**config.mk**
```make
export PLATFORM = sky130hd
export DESIGN_NAME = mux_sram_bus_ctrl_flat
export DESIGN_NICKNAME = d
export VERILOG_FILES = /design/src/rtl/mux_sram_bus_ctrl_if.sv /design/src/rtl/mux_sram_bus_ctrl.sv /design/src/flat_wrapper.sv
export SDC_FILE = /design/constraint.sdc
export NUM_CORES = 1
export LEC_CHECK = 0
export CAP_MARGIN = 40
export CORE_MARGIN = 2
export CORE_UTILIZATION = 39
export CTS_CLUSTER_DIAMETER = 30
export DETAILED_ROUTE_END_ITERATION = 8
export MAX_ROUTING_LAYER = met4
export PLACE_DENSITY = 0.67
export SLEW_MARGIN = 20
export SYNTH_ARGS = -nofsm -noshare
export SYNTH_HDL_FRONTEND = slang
export SYNTH_SLANG_ARGS = --single-unit
```
**constraint.sdc**
```tcl
create_clock -name clk -period 2.18 [get_ports clk]
set_input_delay 0.545 -clock clk [delete_from_list [all_inputs] [get_ports clk]]
set_output_delay 0.545 -clock clk [all_outputs]
set_load 0.02 [all_outputs]
```
**src/rtl/mux_sram_bus_ctrl_if.sv**
```systemverilog
// Core request/response port and external SRAM pin bundle for mux_sram_bus_ctrl.
// The master modport is the controller's view; the slave modport is the core plus the SRAM pads.
interface mux_sram_bus_ctrl_if #(
  parameter int DATA_W = 4,
  parameter int ADDR_W = 7,
  parameter int AD_W   = 7
);
  localparam int NCHUNK  = (ADDR_W + AD_W - 1) / AD_W;
  localparam int CHUNK_W = (NCHUNK > 1) ? $clog2(NCHUNK) : 1;

  logic              req_valid;
  logic              req_ready;
  logic              req_we;
  logic [ADDR_W-1:0] req_addr;
  logic [DATA_W-1:0] req_wdata;
  logic              rsp_valid;
  logic [DATA_W-1:0] rsp_rdata;

  logic               pin_ale;
  logic [CHUNK_W-1:0] pin_ale_sel;
  logic [AD_W-1:0]    pin_ad;
  logic               pin_ad_oe;
  logic               pin_we_n;
  logic               pin_oe_n;
  logic [DATA_W-1:0]  pin_din;
  logic               pin_wait;

  modport master (
    input  req_valid, req_we, req_addr, req_wdata, pin_din, pin_wait,
    output req_ready, rsp_valid, rsp_rdata,
    output pin_ale, pin_ale_sel, pin_ad, pin_ad_oe, pin_we_n, pin_oe_n
  );

  modport slave (
    output req_valid, req_we, req_addr, req_wdata, pin_din, pin_wait,
    input  req_ready, rsp_valid, rsp_rdata,
    input  pin_ale, pin_ale_sel, pin_ad, pin_ad_oe, pin_we_n, pin_oe_n
  );
endinterface

```
**src/rtl/mux_sram_bus_ctrl.sv**
```systemverilog
// Multiplexed address/data SRAM bus controller: chunked ALE address phase, waited data phase.
// Optional macro SRAM_ADDR_SKIP_EN skips the address phase when the address repeats.
module mux_sram_bus_ctrl #(
  parameter int DATA_W      = 4,
  parameter int ADDR_W      = 7,
  parameter int AD_W        = 7,
  parameter int WAIT_STATES = 0
) (
  input  logic                clk,
  input  logic                rst,
  mux_sram_bus_ctrl_if.master bus
);
  localparam int NCHUNK  = (ADDR_W + AD_W - 1) / AD_W;
  localparam int CHUNK_W = (NCHUNK > 1) ? $clog2(NCHUNK) : 1;
  localparam int PAD_W   = NCHUNK * AD_W;
  localparam int DCNT_W  = (WAIT_STATES > 0) ? $clog2(WAIT_STATES + 1) : 1;

  typedef enum logic [1:0] {S_IDLE, S_ADDR, S_DATA, S_TURN} state_t;

  state_t             r_state;
  state_t             w_state_nxt;
  logic [CHUNK_W-1:0] r_chunk;
  logic [CHUNK_W-1:0] w_chunk_nxt;
  logic [DCNT_W-1:0]  r_dcnt;
  logic [DCNT_W-1:0]  w_dcnt_nxt;

  logic              r_we;
  logic [ADDR_W-1:0] r_addr;
  logic [DATA_W-1:0] r_wdata;

  logic               r_req_ready;
  logic               r_rsp_valid;
  logic [DATA_W-1:0]  r_rdata;
  logic               r_ale;
  logic [CHUNK_W-1:0] r_ale_sel;
  logic [AD_W-1:0]    r_ad;
  logic               r_ad_oe;
  logic               r_we_n;
  logic               r_oe_n;

  logic               w_req_ready_nxt;
  logic               w_rsp_valid_nxt;
  logic [DATA_W-1:0]  w_rdata_nxt;
  logic               w_ale_nxt;
  logic [CHUNK_W-1:0] w_ale_sel_nxt;
  logic [AD_W-1:0]    w_ad_nxt;
  logic               w_ad_oe_nxt;
  logic               w_we_n_nxt;
  logic               w_oe_n_nxt;

  logic              w_accept;
  logic              w_last_chunk;
  logic              w_min_reached;
  logic              w_data_done;
  logic              w_skip;
  logic              w_we_eff;
  logic [ADDR_W-1:0] w_addr_eff;
  logic [DATA_W-1:0] w_wdata_eff;
  logic [PAD_W-1:0]  w_addr_pad;

  // r_req_ready rather than the state gates acceptance, so the first cycle after reset ignores req_valid
  assign w_accept      = (r_state == S_IDLE) && r_req_ready && bus.req_valid;
  assign w_last_chunk  = (r_chunk == CHUNK_W'(NCHUNK - 1));
  assign w_min_reached = (r_dcnt == DCNT_W'(WAIT_STATES));
  assign w_data_done   = w_min_reached && !bus.pin_wait;

`ifdef SRAM_ADDR_SKIP_EN
  logic [ADDR_W-1:0] r_last_addr;
  logic              r_last_valid;

  assign w_skip = r_last_valid && (bus.req_addr == r_last_addr);

  always_ff @(posedge clk or negedge rst) begin
    if (!rst) begin
      r_last_addr  <= '0;
      r_last_valid <= 1'b0;
    end else if ((r_state == S_ADDR) && w_last_chunk) begin
      r_last_addr  <= r_addr;
      r_last_valid <= 1'b1;
    end
  end
`else
  assign w_skip = 1'b0;
`endif

  // Pins are computed from the upcoming state so every output is a flop aligned with the state
  always_ff @(posedge clk or negedge rst) begin
    if (!rst) begin
      r_state     <= S_IDLE;
      r_chunk     <= '0;
      r_dcnt      <= '0;
      r_we        <= 1'b0;
      r_addr      <= '0;
      r_wdata     <= '0;
      r_req_ready <= 1'b0;
      r_rsp_valid <= 1'b0;
      r_rdata     <= '0;
      r_ale       <= 1'b0;
      r_ale_sel   <= '0;
      r_ad        <= '0;
      r_ad_oe     <= 1'b0;
      r_we_n      <= 1'b1;
      r_oe_n      <= 1'b1;
    end else begin
      r_state     <= w_state_nxt;
      r_chunk     <= w_chunk_nxt;
      r_dcnt      <= w_dcnt_nxt;
      r_we        <= w_we_eff;
      r_addr      <= w_addr_eff;
      r_wdata     <= w_wdata_eff;
      r_req_ready <= w_req_ready_nxt;
      r_rsp_valid <= w_rsp_valid_nxt;
      r_rdata     <= w_rdata_nxt;
      r_ale       <= w_ale_nxt;
      r_ale_sel   <= w_ale_sel_nxt;
      r_ad        <= w_ad_nxt;
      r_ad_oe     <= w_ad_oe_nxt;
      r_we_n      <= w_we_n_nxt;
      r_oe_n      <= w_oe_n_nxt;
    end
  end

  always_comb begin
    w_state_nxt = r_state;
    w_chunk_nxt = r_chunk;
    w_dcnt_nxt  = r_dcnt;
    case (r_state)
      S_IDLE: begin
        if (w_accept) begin
          w_chunk_nxt = '0;
          w_dcnt_nxt  = '0;
          w_state_nxt = w_skip ? S_DATA : S_ADDR;
        end
      end
      S_ADDR: begin
        if (w_last_chunk) begin
          w_state_nxt = S_DATA;
          w_dcnt_nxt  = '0;
        end else begin
          w_chunk_nxt = r_chunk + 1'b1;
        end
      end
      // The counter saturates at the minimum; from there pin_wait alone decides when to leave
      S_DATA: begin
        if (w_data_done) begin
          w_state_nxt = S_TURN;
        end else if (!w_min_reached) begin
          w_dcnt_nxt = r_dcnt + 1'b1;
        end
      end
      S_TURN:  w_state_nxt = S_IDLE;
      default: w_state_nxt = S_IDLE;
    endcase
  end

  assign w_we_eff    = w_accept ? bus.req_we    : r_we;
  assign w_addr_eff  = w_accept ? bus.req_addr  : r_addr;
  assign w_wdata_eff = w_accept ? bus.req_wdata : r_wdata;
  assign w_addr_pad  = PAD_W'(w_addr_eff);

  always_comb begin
    w_req_ready_nxt = 1'b0;
    w_rsp_valid_nxt = 1'b0;
    w_rdata_nxt     = r_rdata;
    w_ale_nxt       = 1'b0;
    w_ale_sel_nxt   = '0;
    w_ad_nxt        = '0;
    w_ad_oe_nxt     = 1'b0;
    w_we_n_nxt      = 1'b1;
    w_oe_n_nxt      = 1'b1;
    case (w_state_nxt)
      S_IDLE: w_req_ready_nxt = 1'b1;
      S_ADDR: begin
        w_ale_nxt     = 1'b1;
        w_ale_sel_nxt = w_chunk_nxt;
        w_ad_nxt      = AD_W'(w_addr_pad >> (AD_W * int'(w_chunk_nxt)));
        w_ad_oe_nxt   = 1'b1;
      end
      S_DATA: begin
        if (w_we_eff) begin
          w_ad_nxt    = AD_W'(w_wdata_eff);
          w_ad_oe_nxt = 1'b1;
          w_we_n_nxt  = 1'b0;
        end else begin
          w_oe_n_nxt  = 1'b0;
        end
      end
      S_TURN:  w_rsp_valid_nxt = 1'b1;
      default: w_req_ready_nxt = 1'b0;
    endcase
    if ((r_state == S_DATA) && (w_state_nxt == S_TURN) && !r_we) begin
      w_rdata_nxt = bus.pin_din;
    end
  end

  assign bus.req_ready   = r_req_ready;
  assign bus.rsp_valid   = r_rsp_valid;
  assign bus.rsp_rdata   = r_rdata;
  assign bus.pin_ale     = r_ale;
  assign bus.pin_ale_sel = r_ale_sel;
  assign bus.pin_ad      = r_ad;
  assign bus.pin_ad_oe   = r_ad_oe;
  assign bus.pin_we_n    = r_we_n;
  assign bus.pin_oe_n    = r_oe_n;
endmodule

```
**src/flat_wrapper.sv**
```systemverilog
// flat-port wrapper written by rule: the top's interface ports become plain ports
module mux_sram_bus_ctrl_flat 
#(
  parameter int DATA_W      = 4,
  parameter int ADDR_W      = 7,
  parameter int AD_W        = 7,
  parameter int WAIT_STATES = 0
)
  (clk, rst, bus_req_valid, bus_req_we, bus_req_addr, bus_req_wdata, bus_pin_din, bus_pin_wait, bus_req_ready, bus_rsp_valid, bus_rsp_rdata, bus_pin_ale, bus_pin_ale_sel, bus_pin_ad, bus_pin_ad_oe, bus_pin_we_n, bus_pin_oe_n);
  mux_sram_bus_ctrl_if #(.DATA_W(DATA_W), .ADDR_W(ADDR_W), .AD_W(AD_W)) bus_i ();
  input  logic clk;
  input  logic rst;
  input wire logic [$bits(bus_i.req_valid)-1:0] bus_req_valid;
  input wire logic [$bits(bus_i.req_we)-1:0] bus_req_we;
  input wire logic [$bits(bus_i.req_addr)-1:0] bus_req_addr;
  input wire logic [$bits(bus_i.req_wdata)-1:0] bus_req_wdata;
  input wire logic [$bits(bus_i.pin_din)-1:0] bus_pin_din;
  input wire logic [$bits(bus_i.pin_wait)-1:0] bus_pin_wait;
  output wire logic [$bits(bus_i.req_ready)-1:0] bus_req_ready;
  output wire logic [$bits(bus_i.rsp_valid)-1:0] bus_rsp_valid;
  output wire logic [$bits(bus_i.rsp_rdata)-1:0] bus_rsp_rdata;
  output wire logic [$bits(bus_i.pin_ale)-1:0] bus_pin_ale;
  output wire logic [$bits(bus_i.pin_ale_sel)-1:0] bus_pin_ale_sel;
  output wire logic [$bits(bus_i.pin_ad)-1:0] bus_pin_ad;
  output wire logic [$bits(bus_i.pin_ad_oe)-1:0] bus_pin_ad_oe;
  output wire logic [$bits(bus_i.pin_we_n)-1:0] bus_pin_we_n;
  output wire logic [$bits(bus_i.pin_oe_n)-1:0] bus_pin_oe_n;
  assign bus_i.req_valid = bus_req_valid;
  assign bus_i.req_we = bus_req_we;
  assign bus_i.req_addr = bus_req_addr;
  assign bus_i.req_wdata = bus_req_wdata;
  assign bus_i.pin_din = bus_pin_din;
  assign bus_i.pin_wait = bus_pin_wait;
  assign bus_req_ready = bus_i.req_ready;
  assign bus_rsp_valid = bus_i.rsp_valid;
  assign bus_rsp_rdata = bus_i.rsp_rdata;
  assign bus_pin_ale = bus_i.pin_ale;
  assign bus_pin_ale_sel = bus_i.pin_ale_sel;
  assign bus_pin_ad = bus_i.pin_ad;
  assign bus_pin_ad_oe = bus_i.pin_ad_oe;
  assign bus_pin_we_n = bus_i.pin_we_n;
  assign bus_pin_oe_n = bus_i.pin_oe_n;
  mux_sram_bus_ctrl #(.DATA_W(DATA_W), .ADDR_W(ADDR_W), .AD_W(AD_W), .WAIT_STATES(WAIT_STATES)) u_core (.clk(clk), .rst(rst), .bus(bus_i));
endmodule
```
[Word level (Yosys, flattened, before mapping)]
Index checks and enable logic that the tools add are counted.
Word-level totals
  bits in registers: 34
  logic and storage cells: 66
  output and inout bits: 18
Cells by class
  multiplexer cells: 26
  $mul: 1
  add/sub/neg operators: 2
  shifts and indexed selects: 1
  equal/unequal tests: 9
  reduce and logical (&&, ||, !) cells: 11
  bitwise gates (word level): 1
Operators by type and width (count)
  $shr 7x32->7: 1
  $mux 1: 15
  $pmux 7 s2: 1
  $eq 2x2->1 const B: 4
  $mux 4: 2
  $pmux 2 s4: 1
  $mux 7: 1
  $mux 2: 3
  $logic_and 1x1->1: 5
  $eq 2x1->1 const B: 2
  $logic_not 2->1: 2
  $mul 3x1->4 const A: 1
  $ne 2x2->1 const B: 2
  $pmux 1 s2: 2
  $reduce_and 4->1: 1
  $pmux 1 s3: 1
  $reduce_bool 3->1: 1
  $add 1x1->1 const B: 2
  $logic_not 1->1: 2
  $ne 2x1->1 const B: 1
  $not 1->1: 1

[Logic depth before layout (Yosys ltp)]
  depth in word-level cells: 8
  gate-level depth with buffers: 7
  gate-level depth less buffers: 7

[Least setup slack after synthesis]
OpenSTA, ideal clock, no wires.
  path type: input -> register
  start: input port bus_req_valid
  end: register u_core.r_rdata[0], in the netlist u_core.bus.rsp_rdata[0]
  path buffers: 0
  setup slack: 0.310 ns
  setup time: 0.125 ns
  arrival: 1.745 ns
  cell stages on the path: 6
  path through: and2_1 -> mux2i_1 -> o22ai_1 -> ha_1 -> nor3b_2 -> mux2_2
Between the ends
  word-level cells in the longest chain between the ends: 6
RTL lines
  from (decl): RTL line flat_wrapper.sv:13  | input wire logic [$bits(bus_i.req_valid)-1:0] bus_req_valid;
  $logic_and 1x1->1: RTL line mux_sram_bus_ctrl.sv:62  | assign w_accept = (r_state == S_IDLE) && r_req_ready && bus.req_valid;
  $mux 2: RTL line mux_sram_bus_ctrl.sv:129  | if (w_accept) begin
  $pmux 2 s4: RTL line mux_sram_bus_ctrl.sv:127  | case (r_state)
  net u_core.w_state_nxt[0]: RTL line mux_sram_bus_ctrl.sv:21  | state_t w_state_nxt;
  $eq 2x2->1: RTL line mux_sram_bus_ctrl.sv:191  | if ((r_state == S_DATA) && (w_state_nxt == S_TURN) && !r_we) begin
  $logic_and 1x1->1 (2 in series): RTL line mux_sram_bus_ctrl.sv:191
  to (signal assigned): RTL line mux_sram_bus_ctrl.sv:113  | r_rdata <= w_rdata_nxt;
  to (decl): RTL line mux_sram_bus_ctrl.sv:33  | logic [DATA_W-1:0] r_rdata;
The timed path passes the listed nets, and every way through them passes these cells.
A chain may end at the register's enable or synchronous reset.

[Worst setup path in the final report]
  start: input port bus_req_valid
  end: register u_core.r_ad[2], in the netlist u_core.bus.pin_ad[2]
Between the ends
  elaborated cells between the ends (all ways): 14
  those cells by class: 1 x mul; 2 x eq/ne; 1 x shift; 9 x mux; 1 x reduce/logical
RTL lines
  $logic_and 1x1->1 *: RTL line mux_sram_bus_ctrl.sv:62
  $mux 2 *: RTL line mux_sram_bus_ctrl.sv:129
  $pmux 2 s4 *: RTL line mux_sram_bus_ctrl.sv:127
  net u_core.w_state_nxt[0]: RTL line mux_sram_bus_ctrl.sv:21
  $eq 2x2->1 / $eq 2x1->1 (equally long branches): RTL line mux_sram_bus_ctrl.sv:171  | case (w_state_nxt)
  $pmux 7 s2 *: RTL line mux_sram_bus_ctrl.sv:171
  net u_core.w_ad_nxt[2]: RTL line mux_sram_bus_ctrl.sv:46  | logic [AD_W-1:0] w_ad_nxt;
  to (signal assigned): RTL line mux_sram_bus_ctrl.sv:116  | r_ad <= w_ad_nxt;
  to (decl): RTL line mux_sram_bus_ctrl.sv:36  | logic [AD_W-1:0] r_ad;
The timed path passes the listed nets; every way through them passes the cells marked *.

==> impl_metrics.ini <==
[logic_synthesis]
ys_top_cells_by_count = dfrtp_1, inv_1, mux2i_1
yosysTopAreaCell = dfrtp_1
synth_top_family_by_area = multiplexers
synth_cell_type_count = 24
synth_warnings = 0
ys_ff_latch = 33
synth_async_sr_flop_share = 1.000
synthXorXnorAreaFrac = 0
ys_dominant_reg_cell = dfrtp_1
synthMuxAreaShare = 0.1523
syn_area_um2 = 1306
synth-seq-area-share = 0.6341
synthAdderAreaFrac = 0.03831
synth_compound_area_frac = 0.05077
syn-num-nets = 118
syn_inst = 94
netlist.area_leader.share = 0.5939
synth.most_common_cell = dfrtp_1
synth_edf_count = 0
synth_area_leaders = dfrtp_1, mux2i_1, mux2_2
syn_area_per_cell_um2 = 13.90
synth-simple-area-share = 0.08046

[sta]
setup-violations-final = 0
rsz0062_at_grt = false
period_share = 0.9735
relSlewSlack = 0.7243
hold_viol = 0
worst_slew_pin_slew_ns = 0.4135
period_needed_ns = 2.122
final_max_slew_viol_count = 0
fin_worst_skew_ns = 0.01194
finalSetupTns_ns = 0
fmax_ghz = 0.4712

[global_routing]
grt.total_usage = 0.1532
grt_max_degree = 34
overflow = 0
grt_pass1_vias = 878
grt_pass1_wl_um = 3919
antenna_found_initial = 0

[cts]
cts_buffer_depth = 2
clk_pin_slew_ns = 0.09
cts_root_buf = clkbuf_4
cts_inserted_buffers = 5
postCtsHoldBufs = 0
cts_tree = yes
cts_resized = 0
htree_levels = 2
post_cts_buffers = 0
insertion_delay_ns = 0.32
cts_sinks = 33

[worst_setup_path]
crit_required_ns = 2.43
worst_path_max_delay_cell = clkdlybuf4s50_1
critPathCaptureType = flop
max_stage_delay_ns = 0.41
worstSetupStartpointType = primary input
critPathBufInv = 1
crit_fanout = 5
cp_cell_sequence = clkdlybuf4s50_1, and2_1, mux2i_1, o22ai_1, ha_1, nand3_1, mux2_4, o22ai_1
timing.critical_path.mode_cell = o22ai_1
crit_family = multiplexers
worst-setup-path-type = in -> reg
worstPathArrival_ns = 2.37

[power]
cellPowerDensity_nw_per_um2 = 1371
swShare = 0.3290
clockPowerShare = 0.179
power.share.combinational = 0.438
intPower_uw = 1745
p_seq_frac = 0.382
vdd_drop_max_v = 0.0005313
p_leak_uw = 0.0008624
p_total_uw = 2600
power.switching_uw = 855.5

[layout]
final_cells = 194
fin_nets = 171
syn2layout_area_growth_pct = 45.21
drive_above_1_share = 0.2095
fin_util = 0.5775
antenna_cells = 0

[die]
die_w_um = 61.88
die_area_um2 = 3829
initial_core_util = 0.3977
ios = 38
row_count = 21
coreArea_um2 = 3284
chipHeight_um = 61.88

[detailed_routing]
antenna_left = 0
vias = 870
drt_iter0_markers = 12
drc_errors = 0
dr.pass1.iters = 4
avgViaCountPerCell = 4.485
routedWlPerCell_um = 12.72
drt-total-wl_um = 2467

[placed_design]
numPlacedInstances = 186
dpl.hpwl_um = 1862
gp_congestion = 0.7321
port_buffers = 37

[run]
cap_violations = 0

[worst_hold_path]
hold_path.class = reg -> reg

[run_status]
status = complete, no violations
==> per-layer routing <==
| metal | track usage | part of all wire | up-vias | routed length [um] |
|---|---|---|---|---|
| li1 | - | - | 422 | - |
| met5 | - | 0 | - | 0 |
| met1 | 0.1536 | 0.40 | 418 | 984 |
| met2 | 0.2586 | 0.53 | 24 | 1312 |
| met4 | 0.08815 | 0.022 | 0 | 54 |
| met3 | 0.05176 | 0.047 | 6 | 115 |
==> cells by family (layout without fill, tap and decap cells) <==
logic type / after synthesis / count (layout)
compound gates: 10 / 10
fa+ha+maj: 4 / 4
buf+inv: 12 / 66
flops: 33 / 33
mux: 18 / 18
simple gates: 17 / 17
==> power groups by stage <==
stage	registers, uW	logic [uW]	clock network, uW
global placement	996	1130	0
detailed placement	1010	1150	0
floorplan	1130	504	0
global route	1020	1260	516
CTS	996	1150	481
finish	994	1140	467
==> placed cells by master (no fill, tap or decap) <==
master | Yosys | final
a21oi_1 | 1 | 1
and2_1 | 2 | 2
and2b_1 | 1 | 1
buf_4 | 0 | 11
bufinv_16 | 0 | 1
clkbuf_1 | 0 | 1
clkbuf_4 | 0 | 5
clkbuf_8 | 0 | 1
clkdlybuf4s50_1 | 0 | 37
dfrtp_1 | 31 | 31
dfstp_2 | 2 | 2
ha_1 | 4 | 4
inv_1 | 10 | 10
mux2_2 | 7 | 7
mux2_4 | 2 | 2
mux2i_1 | 9 | 9
nand2_1 | 4 | 4
nand2b_1 | 3 | 3
nand3_1 | 2 | 2
nor2b_1 | 2 | 2
nor3b_2 | 1 | 1
nor4bb_4 | 0 | 1
o2111ai_1 | 1 | 1
o21a_1 | 1 | 1
o21ai_0 | 1 | 1
o22a_1 | 1 | 1
o22ai_1 | 5 | 5
or2_1 | 1 | 1
==> stage by stage <==
step                setup slack, ns  hold WS (ns)  instance area (um2)
finish                      0.05788        0.4837                 1897
global route               0.002281        0.5245                 1897
CTS                         0.05373        0.4914                 1897
detailed placement          -0.2936        0.4684                 1812
global placement            -0.1984        0.4598                 1812
floorplan                    0.3098        0.2494                 1306
==> flip-flops by register name, indices dropped and copies added, names as in the netlist <==
| register | cells |
|---|---|
| u_core.bus.pin_ale_sel | 1 |
| u_core.bus.pin_we_n | 1 |
| u_core.bus.rsp_rdata | 4 |
| u_core.r_state | 2 |
| u_core.r_addr | 7 |
| u_core.bus.rsp_valid | 1 |
| u_core.r_wdata | 4 |
| u_core.r_we | 1 |
| u_core.bus.pin_ale | 1 |
| u_core.r_chunk | 1 |
| u_core.bus.pin_ad_oe | 1 |
| u_core.bus.req_ready | 1 |
| u_core.bus.pin_ad | 7 |
| u_core.bus.pin_oe_n | 1 |
==> final timing paths <==
kind	startpoint	to	slack, ns	depth (start not counted)
max reg2reg	u_core.r_state[1]	u_core.bus.pin_ad[2]	0.24	7
min reg2reg	u_core.r_wdata[2]	u_core.r_wdata[2]	0.48	2
max in group asynchronous	rst	u_core.bus.pin_oe_n	1.24	2
max	bus_req_valid	u_core.bus.pin_ad[2]	0.06	8
min	u_core.r_wdata[2]	u_core.r_wdata[2]	0.48	2
min in group asynchronous	rst	u_core.bus.pin_ad[6]	0.61	2
==> cell type report <==
cell class	count	area, um2
Fill cell	266	1388
Clock buffer	7	55.05
Timing Repair Buffer	48	452.9
Clock inverter	1	30.03
Multi-Input combinational cell	49	435.4
Sequential cell	33	828.3
Tap cell	46	57.56
Inverter	10	37.54
==> worst min-delay path, delay by kind of cell, from the launching register on <==
kind                   cells  cell delay [ns]
buffers and inverters      1             0.05
DFF                        1             0.33
muxes                      1             0.07
Note: power is estimated with default switching activity, not from simulation.
